## config.mk

```make
export PLATFORM = sky130hd
export DESIGN_NAME = loop_replay_issuer
export DESIGN_NICKNAME = d
export VERILOG_FILES = /design/src/rtl/loop_replay_issuer.sv
export SDC_FILE = /design/constraint.sdc
export NUM_CORES = 1
export LEC_CHECK = 0
export CORE_ASPECT_RATIO = 0.5
export CORE_MARGIN = 2
export CORE_UTILIZATION = 50
export CTS_BUF_LIST = sky130_fd_sc_hd__clkbuf_2 sky130_fd_sc_hd__clkbuf_4 sky130_fd_sc_hd__clkbuf_8
export CTS_CLUSTER_DIAMETER = 200
export DETAILED_ROUTE_END_ITERATION = 10
export PLACE_DENSITY = 0.84
export SLEW_MARGIN = 30
export SYNTH_ARGS = -nofsm -noshare
export SYNTH_HDL_FRONTEND = slang
export SYNTH_SLANG_ARGS = --single-unit
```

## constraint.sdc

```tcl
create_clock -name clk -period 5.15 [get_ports clk]
set_input_delay 0.7725 -clock clk [delete_from_list [all_inputs] [get_ports clk]]
set_output_delay 0.7725 -clock clk [all_outputs]
set_load 0.03 [all_outputs]
```

## src/rtl/loop_replay_issuer.sv

```systemverilog
// Issues fetch words to decode, or replays loop-buffer words with generated PCs while block_signal is held.
// Outputs are registered, 1 cycle from inputs. Fetch is held via fetch_stall in PRIME/REPLAY. `REPLAY_STATS_EN adds replay_iterations.
module loop_replay_issuer #(
  parameter int MAX_LOOP_WORDS  = 27,
  parameter int RECOVER_TIMEOUT = 8
) (
  input  logic        clk,
  input  logic        reset,
  input  logic        fetch_valid,
  input  logic [31:0] fetch_pc,
  input  logic [31:0] fetch_instruction,
  input  logic        block_signal,
  input  logic        flush,
  input  logic [31:0] loop_branch_pc,
  input  logic [31:0] loop_immediate,
  input  logic [31:0] replay_instruction,
  input  logic        branch_resolved,
  input  logic [31:0] branch_pc,
  input  logic        branch_taken,
  output logic        dec_valid,
  output logic [31:0] dec_pc,
  output logic [31:0] dec_instruction,
  output logic        squash,
  output logic        mispredict,
  output logic        redirect_valid,
  output logic [31:0] redirect_pc,
  output logic        fetch_stall,
`ifdef REPLAY_STATS_EN
  output logic [15:0] replay_iterations,
`endif
  output logic        timeout_err
);

  localparam int LW_W = $clog2(MAX_LOOP_WORDS + 1);
  localparam int TO_W = $clog2(RECOVER_TIMEOUT + 1);

  typedef enum logic [1:0] {S_PASS, S_PRIME, S_REPLAY, S_RECOVER} state_t;

  state_t            state, state_n;
  logic              block_q;
  logic [31:0]       start_pc, start_pc_n;
  logic [LW_W-1:0]   loop_words, loop_words_n;
  logic [LW_W-1:0]   idx, idx_n;
  logic [TO_W-1:0]   rec_cnt, rec_cnt_n, cnt_inc;
  logic [31:0]       words_full;
  logic              loop_ok, block_rise, mispred_hit, idx_last;

  logic              dec_valid_n, squash_n, mispredict_n, redirect_valid_n, fetch_stall_n, timeout_err_n;
  logic [31:0]       dec_pc_n, dec_instruction_n, redirect_pc_n;

  // Offset is a negative byte distance back to the loop head; word count includes the branch itself.
  assign words_full  = ((32'd0 - loop_immediate) >> 2) + 32'd1;
  assign loop_ok     = loop_immediate[31] && (words_full <= 32'(MAX_LOOP_WORDS));
  assign block_rise  = block_signal && !block_q;
  assign mispred_hit = branch_resolved && (branch_pc == loop_branch_pc) && !branch_taken;
  assign idx_last    = (idx == loop_words - 1'b1);
  assign cnt_inc     = rec_cnt + 1'b1;

  always_comb begin
    state_n           = state;
    start_pc_n        = start_pc;
    loop_words_n      = loop_words;
    idx_n             = idx;
    rec_cnt_n         = rec_cnt;
    dec_valid_n       = 1'b0;
    dec_pc_n          = dec_pc;
    dec_instruction_n = dec_instruction;
    squash_n          = 1'b0;
    mispredict_n      = 1'b0;
    redirect_valid_n  = 1'b0;
    redirect_pc_n     = redirect_pc;
    fetch_stall_n     = 1'b0;
    timeout_err_n     = timeout_err;
    unique case (state)
      S_PASS: begin
        dec_valid_n       = fetch_valid;
        dec_pc_n          = fetch_pc;
        dec_instruction_n = fetch_instruction;
        if (block_rise) begin
          start_pc_n   = loop_branch_pc + loop_immediate;
          loop_words_n = words_full[LW_W-1:0];
          if (loop_ok) state_n = S_PRIME;
        end
      end
      S_PRIME: begin
        fetch_stall_n = 1'b1;
        idx_n         = '0;
        state_n       = S_REPLAY;
      end
      S_REPLAY: begin
        if (mispred_hit) begin
          mispredict_n     = 1'b1;
          squash_n         = 1'b1;
          redirect_valid_n = 1'b1;
          redirect_pc_n    = loop_branch_pc + 32'd4;
          rec_cnt_n        = '0;
          state_n          = S_RECOVER;
        end else if (!block_signal) begin
          state_n = S_PASS;
        end else begin
          dec_valid_n       = 1'b1;
          dec_pc_n          = start_pc + 32'({idx, 2'b00});
          dec_instruction_n = replay_instruction;
          fetch_stall_n     = 1'b1;
          idx_n             = idx_last ? '0 : idx + 1'b1;
        end
      end
      S_RECOVER: begin
        if (flush) begin
          state_n = S_PASS;
        end else if (cnt_inc == TO_W'(RECOVER_TIMEOUT)) begin
          timeout_err_n = 1'b1;
          state_n       = S_PASS;
        end else begin
          rec_cnt_n = cnt_inc;
        end
      end
      default: state_n = S_PASS;
    endcase
  end

  always_ff @(posedge clk or posedge reset) begin
    if (reset) begin
      state           <= S_PASS;
      block_q         <= 1'b0;
      start_pc        <= '0;
      loop_words      <= '0;
      idx             <= '0;
      rec_cnt         <= '0;
      dec_valid       <= 1'b0;
      dec_pc          <= '0;
      dec_instruction <= '0;
      squash          <= 1'b0;
      mispredict      <= 1'b0;
      redirect_valid  <= 1'b0;
      redirect_pc     <= '0;
      fetch_stall     <= 1'b0;
      timeout_err     <= 1'b0;
    end else begin
      state           <= state_n;
      // Forgetting the level while recovering makes a held block_signal look like a fresh rise in PASS.
      block_q         <= (state == S_RECOVER) ? 1'b0 : block_signal;
      start_pc        <= start_pc_n;
      loop_words      <= loop_words_n;
      idx             <= idx_n;
      rec_cnt         <= rec_cnt_n;
      dec_valid       <= dec_valid_n;
      dec_pc          <= dec_pc_n;
      dec_instruction <= dec_instruction_n;
      squash          <= squash_n;
      mispredict      <= mispredict_n;
      redirect_valid  <= redirect_valid_n;
      redirect_pc     <= redirect_pc_n;
      fetch_stall     <= fetch_stall_n;
      timeout_err     <= timeout_err_n;
    end
  end

`ifdef REPLAY_STATS_EN
  always_ff @(posedge clk or posedge reset) begin
    if (reset) begin
      replay_iterations <= '0;
    end else if (state == S_PASS && state_n == S_PRIME) begin
      replay_iterations <= '0;
    end else if (state == S_REPLAY && idx_last && replay_iterations != 16'hFFFF) begin
      replay_iterations <= replay_iterations + 16'd1;
    end
  end
`endif

endmodule

```

# Yosys cells after proc, flatten, opt, wreduce, memory -nomap -nowiden

Cells that the tools add are included.

Input bits: 199
Register bits after elaboration: 149
Output and inout port bits: 102

Muxes and demuxes: 28
$add $sub $neg: 8
Reduce and logical (&&, ||, !) cells: 17
Magnitude comparators: 1
Bitwise operators: 1
Eq/ne operators: 15

Operator list:

| cell                  | count |
|---|---|
| $mux 32               | 4 |
| $pmux 32 s2           | 2 |
| $add 32x3->32 const B | 1 |
| $add 32x32->32        | 1 |
| $add 32x7->32         | 1 |
| $eq 32x32->1          | 1 |
| $sub 1x32->32 const A | 1 |
| $add 30x1->31 const B | 1 |
| $le 31x5->1 const B   | 1 |
| $mux 5                | 3 |
| $ne 2x2->1 const B    | 7 |
| $mux 2                | 6 |
| $mux 4                | 3 |
| $pmux 5 s2            | 1 |
| $reduce_and 3->1      | 3 |
| $pmux 2 s4            | 1 |
| $pmux 4 s2            | 1 |
| $reduce_and 4->1      | 2 |
| $ne 3x3->1 const B    | 2 |
| $reduce_bool 2->1     | 3 |
| $add 5x1->5 const B   | 1 |
| $eq 5x5->1            | 1 |
| $mux 1                | 5 |
| $sub 5x1->5 const B   | 1 |
| 10 further kinds      | 17 |

# Logic depth before layout (Yosys ltp)

Depth after elaboration: 7
Mapped depth: 13
Depth with buffers taken out: 13

# Worst setup path before layout

OpenSTA, ideal clock, no wires.

Kind: input-to-reg
From: in loop_immediate[1]
To: reg state[0]
Data required time: 5.076 ns
Library setup time: 0.074 ns
Arrival time: 3.939 ns
Stages: 13
Slack: 1.138 ns
Cells stage by stage: nor3_1 -> xnor2_1 -> ha_1 -> nor4b_1 -> o211a_1 -> o2111ai_1 -> o31a_2 -> nor3_1 -> xor2_1 -> o2111ai_1 -> or4_4 -> o211ai_2 -> a21boi_2

Longest elaborated chain between the ends: 6

RTL lines:

| element                    | line | text |
|---|---|---|
| from (decl)                | 15   | `input logic [31:0] loop_immediate,` |
| $sub 1x32->32              | 52   | `assign words_full = ((32'd0 - loop_immediate) >> 2) + 32'd1;` |
| $add 30x1->31              | 52   |  |
| $le 31x5->1                | 53   | `assign loop_ok = loop_immediate[31] && (words_full <= 32'(MAX_LOOP_WORDS));` |
| $logic_and 1x1->1          | 53   |  |
| $ne 2x2->1 (no line)       | --   |  |
| $reduce_and 4->1 (no line) | --   |  |
| to (signal assigned)       | 140  | `state <= state_n;` |
| to (decl)                  | 39   | `state_t state, state_n;` |

No other way between the ends.
A chain may end at the register's enable or synchronous reset.

# Worst setup path after layout

Ends and elaborated chain as after synthesis.

==> impl_metrics.py <==
metrics = {
    "clock_tree": {
        "cts_root_buf": "clkbuf_8",
        "cts_num_sinks": 149,
        "cts_resized": 0,
        "clk_path_buf_depth": 2,
        "cts_tree": "built",
        "clk_latency_ns": 0.46,
        "post_cts_buffers": 0,
        "cts-buffers-inserted": 17,
        "clkSlewWorstSetupHoldPaths_ns": 0.09,
        "htree_levels": 4,
        "cts_hold_buf": 0,
    },
    "worst_setup_path": {
        "worstSetupPathType": "input port to flip-flop",
        "crit_path_cell_trace": "clkdlybuf4s50_1 -> nor3_1 -> buf_4 -> xnor2_1 -> ha_1 -> nor4b_1 -> o211a_1 -> o2111ai_1 -> o31ai_1 -> nand2_1 -> nor4_1 -> o2111ai_1 -> or4_4 -> o211ai_2 -> a21boi_2",
        "critPathLaunchType": "input port",
        "required_ns": 5.54,
        "cpPeakStageDelay_ns": 0.53,
        "end_kind": "flip-flop",
        "arrival_ns": 4.55,
        "cpMostUsedCell": "o2111ai_1",
        "crit_slowest_cell": "clkdlybuf4s50_1",
        "path_max_fanout": 10,
    },
    "place": {
        "gp_congestion": 0.9771,
        "dp_hpwl_mm": 26.07,
        "placed_area_um2": 13440,
        "port-buffer-count": 300,
        "dp.cells": 1718,
    },
    "detailed_routing": {
        "top_layer": "met4",
        "num_vias": 9976,
        "drc": 0,
        "wl_per_cell_um": 18.88,
        "wl_met2_mm": 14.73,
        "routed_wirelength_mm": 33.06,
        "first_pass_iters": 5,
        "met1_length_mm": 15.30,
        "first_iter_violations": 873,
        "antenna_left": 0,
        "vias_per_cell": 5.697,
        "wl_met3_mm": 2.431,
    },
    "die": {
        "core_um2": 19680,
        "start_util": 0.5166,
        "die_x_um": 205.7,
        "die-area_um2": 21560,
        "rows": 36,
        "chipHeight_um": 104.8,
        "io_pins": 301,
    },
    "pwr": {
        "p_leak_uw": 0.005830,
        "peakVddDrop_uv": 218.3,
        "p_per_area_nw_per_um2": 431.1,
    },
    "finish": {
        "drive_above_1_share": 0.05061,
        "seq_area_um2": 3729,
        "final_area_um2": 13850,
        "final_nets": 1720,
        "instances_no_fill": 1751,
        "multi_input_area_um2": 6155,
        "n_fill_cell": 1543,
        "synthToLayoutAreaGrowth_pct": 36.18,
    },
    "logic_synthesis": {
        "synth_edf_count": 0,
        "yosysUniqueCellTypes": 65,
        "yosysSeqAreaShare": 0.3667,
        "synthTopCellsByArea": "dfrtp_1, o21ai_0, nand2_1",
        "post-synth-top-area-cell": "dfrtp_1",
        "yosys_register_bits": 149,
        "synthArstFlopShare": 1.000,
        "syn_inst": 1187,
        "syn_area_um2": 10170,
        "synth_top_area_frac": 0.3667,
        "yosys_warnings": 0,
        "synth_ff_type": "dfrtp_1",
        "syn_avg_cell_area_um2": 8.567,
        "syn_nets": 1435,
    },
    "worst_hold_path": {
        "hold_class": "flip-flop to flip-flop",
    },
    "global_route": {
        "grt_pass1_wl_mm": 51.54,
        "grtUsageTotal": 0.3073,
        "antenna_found_initial": 2,
        "grt_max_degree": 77,
        "grt_overflow_total": 0,
        "grt_pass1_vias": 9531,
    },
    "sta": {
        "setup_violations": 0,
        "fin_crit_ns": 4.162,
        "final_hold_viol_count": 0,
        "fin_skew_ns": 0.01261,
        "rsz0062_at_grt": "false",
        "fin_setup_tns_ns": 0,
        "fin_crit_sh": 0.8081,
        "timing.slew.headroom": 0.5243,
        "worst_pin_slew_ns": 0.7120,
        "maxSlewViolCount": 0,
        "max_freq_ghz": 0.2403,
    },
    "flow_run": {
        "cap_violations": 0,
    },
    "run_status": {
        "outcome": "finished clean",
    },
}
metrics by stage:
stage / power (uW) / worst slack [ns] / utilization / hold slack [ns]
floorplan: 3807 / 0.3695 / - / 0.4496
global placement: 4916 / 0.5736 / 0.6824 / 0.4520
detailed placement: 5036 / 0.5647 / 0.6827 / 0.4558
CTS: 5942 / 1.031 / 0.7014 / 0.4731
global route: 6368 / 0.5812 / 0.7035 / 0.5089
finish: 5970 / 0.9883 / 0.7035 / 0.4683
final timing paths:
| path | endpoint | slack [ns] | depth (start not counted) | from |
|---|---|---|---|---|
| min | redirect_pc[3] | 0.47 | 2 | redirect_pc[3] |
| max | state[0] | 0.99 | 15 | loop_immediate[1] |
| max in group asynchronous | redirect_pc[19] | 3.32 | 3 | reset |
| min reg2reg | redirect_pc[3] | 0.47 | 2 | redirect_pc[3] |
| max reg2reg | dec_pc[30] | 2.11 | 13 | idx[0] |
| min in group asynchronous | dec_instruction[30] | 0.81 | 2 | reset |
cells by family after synthesis:
logic type,Yosys count,share of synthesized area
xor+xnor,134,0.1154
fa+ha+maj,49,0.06177
compound gates,290,0.1665
mux,50,0.05020
buf+inv,78,0.03187
simple gates,437,0.2076
flops,149,0.3667
routing by layer:
layer	global-route usage	vias to the layer above
met5	0	-
met4	0.09147	0
met3	0.05614	55
met2	0.4704	433
met1	0.4417	4731
li1	-	4757
critical path, delay by kind of cell:
| kind | cells | cell delay (ns) |
|---|---|---|
| buf+inv | 2 | 0.73 |
| simple gates | 5 | 1.30 |
| xor+xnor | 1 | 0.17 |
| fa+ha+maj | 1 | 0.25 |
| compound gates | 6 | 1.32 |
Yosys cell counts (10+ instances only):
| master | count |
|---|---|
| nand2_1 | 195 |
| o31ai_1 | 10 |
| inv_1 | 30 |
| clkbuf_1 | 37 |
| ha_1 | 47 |
| xor2_1 | 71 |
| mux2i_1 | 42 |
| nor2b_1 | 17 |
| xnor2_1 | 63 |
| nand4_1 | 16 |
| and3_1 | 17 |
| o21ai_0 | 158 |
| nand2b_1 | 13 |
| a21oi_1 | 46 |
| nand3_1 | 41 |
| nor4_1 | 15 |
| a21o_1 | 20 |
| nor3_1 | 22 |
| dfrtp_1 | 149 |
| nor2_1 | 55 |
registers in the layout (all words and copies together), names as in the netlist, 2 cells and up:
| name | cells |
|---|---|
| dec_instruction | 32 |
| rec_cnt | 4 |
| idx | 5 |
| loop_words | 5 |
| start_pc | 32 |
| state | 2 |
| dec_pc | 32 |
| redirect_pc | 32 |
where the power goes:
| group | total, uW | switching [uW] | internal, uW | leakage (uW) |
|---|---|---|---|---|
| registers | 1910 | 312 | 1590 | 0.00191 |
| clock network | 906 | 462 | 444 | 0.000184 |
| logic | 3160 | 1850 | 1310 | 0.00374 |
| total | 5970 | 2620 | 3350 | 0.00583 |
cells in the final DEF, fill, tap and decap left out, drive strengths merged, types with 8 or more instances in the layout:
master         Yosys  layout
nor2b             17      17
or3                8       8
nor2              56      56
inv               30      31
buf               10      13
nor3              22      22
nand3             41      41
nand2            195     195
clkbuf            37      20
xnor2             63      63
mux2i             42      42
a21o              20      20
and3              17      17
nor4              17      17
or4               10      10
a21oi             46      46
nand2b            13      13
xor2              71      71
clkdlybuf4s50      0     300
o31ai             10      10
mux2               8       8
a31oi              8       8
dfrtp            149     149
o21ai            160     160
ha                47      47
nand4             16      16
cell type report:
cell class | count | share of cell area
multi-input cells | 960 | 0.4445
well taps | 266 | 0.02404
diodes | 3 | 0.0005422
clock buffers | 20 | 0.01898
repair buffers | 313 | 0.2263
flip-flops and latches | 149 | 0.2693
inverters | 31 | 0.008765
clock inverters | 9 | 0.007681
(Power assumes the default switching activity.)
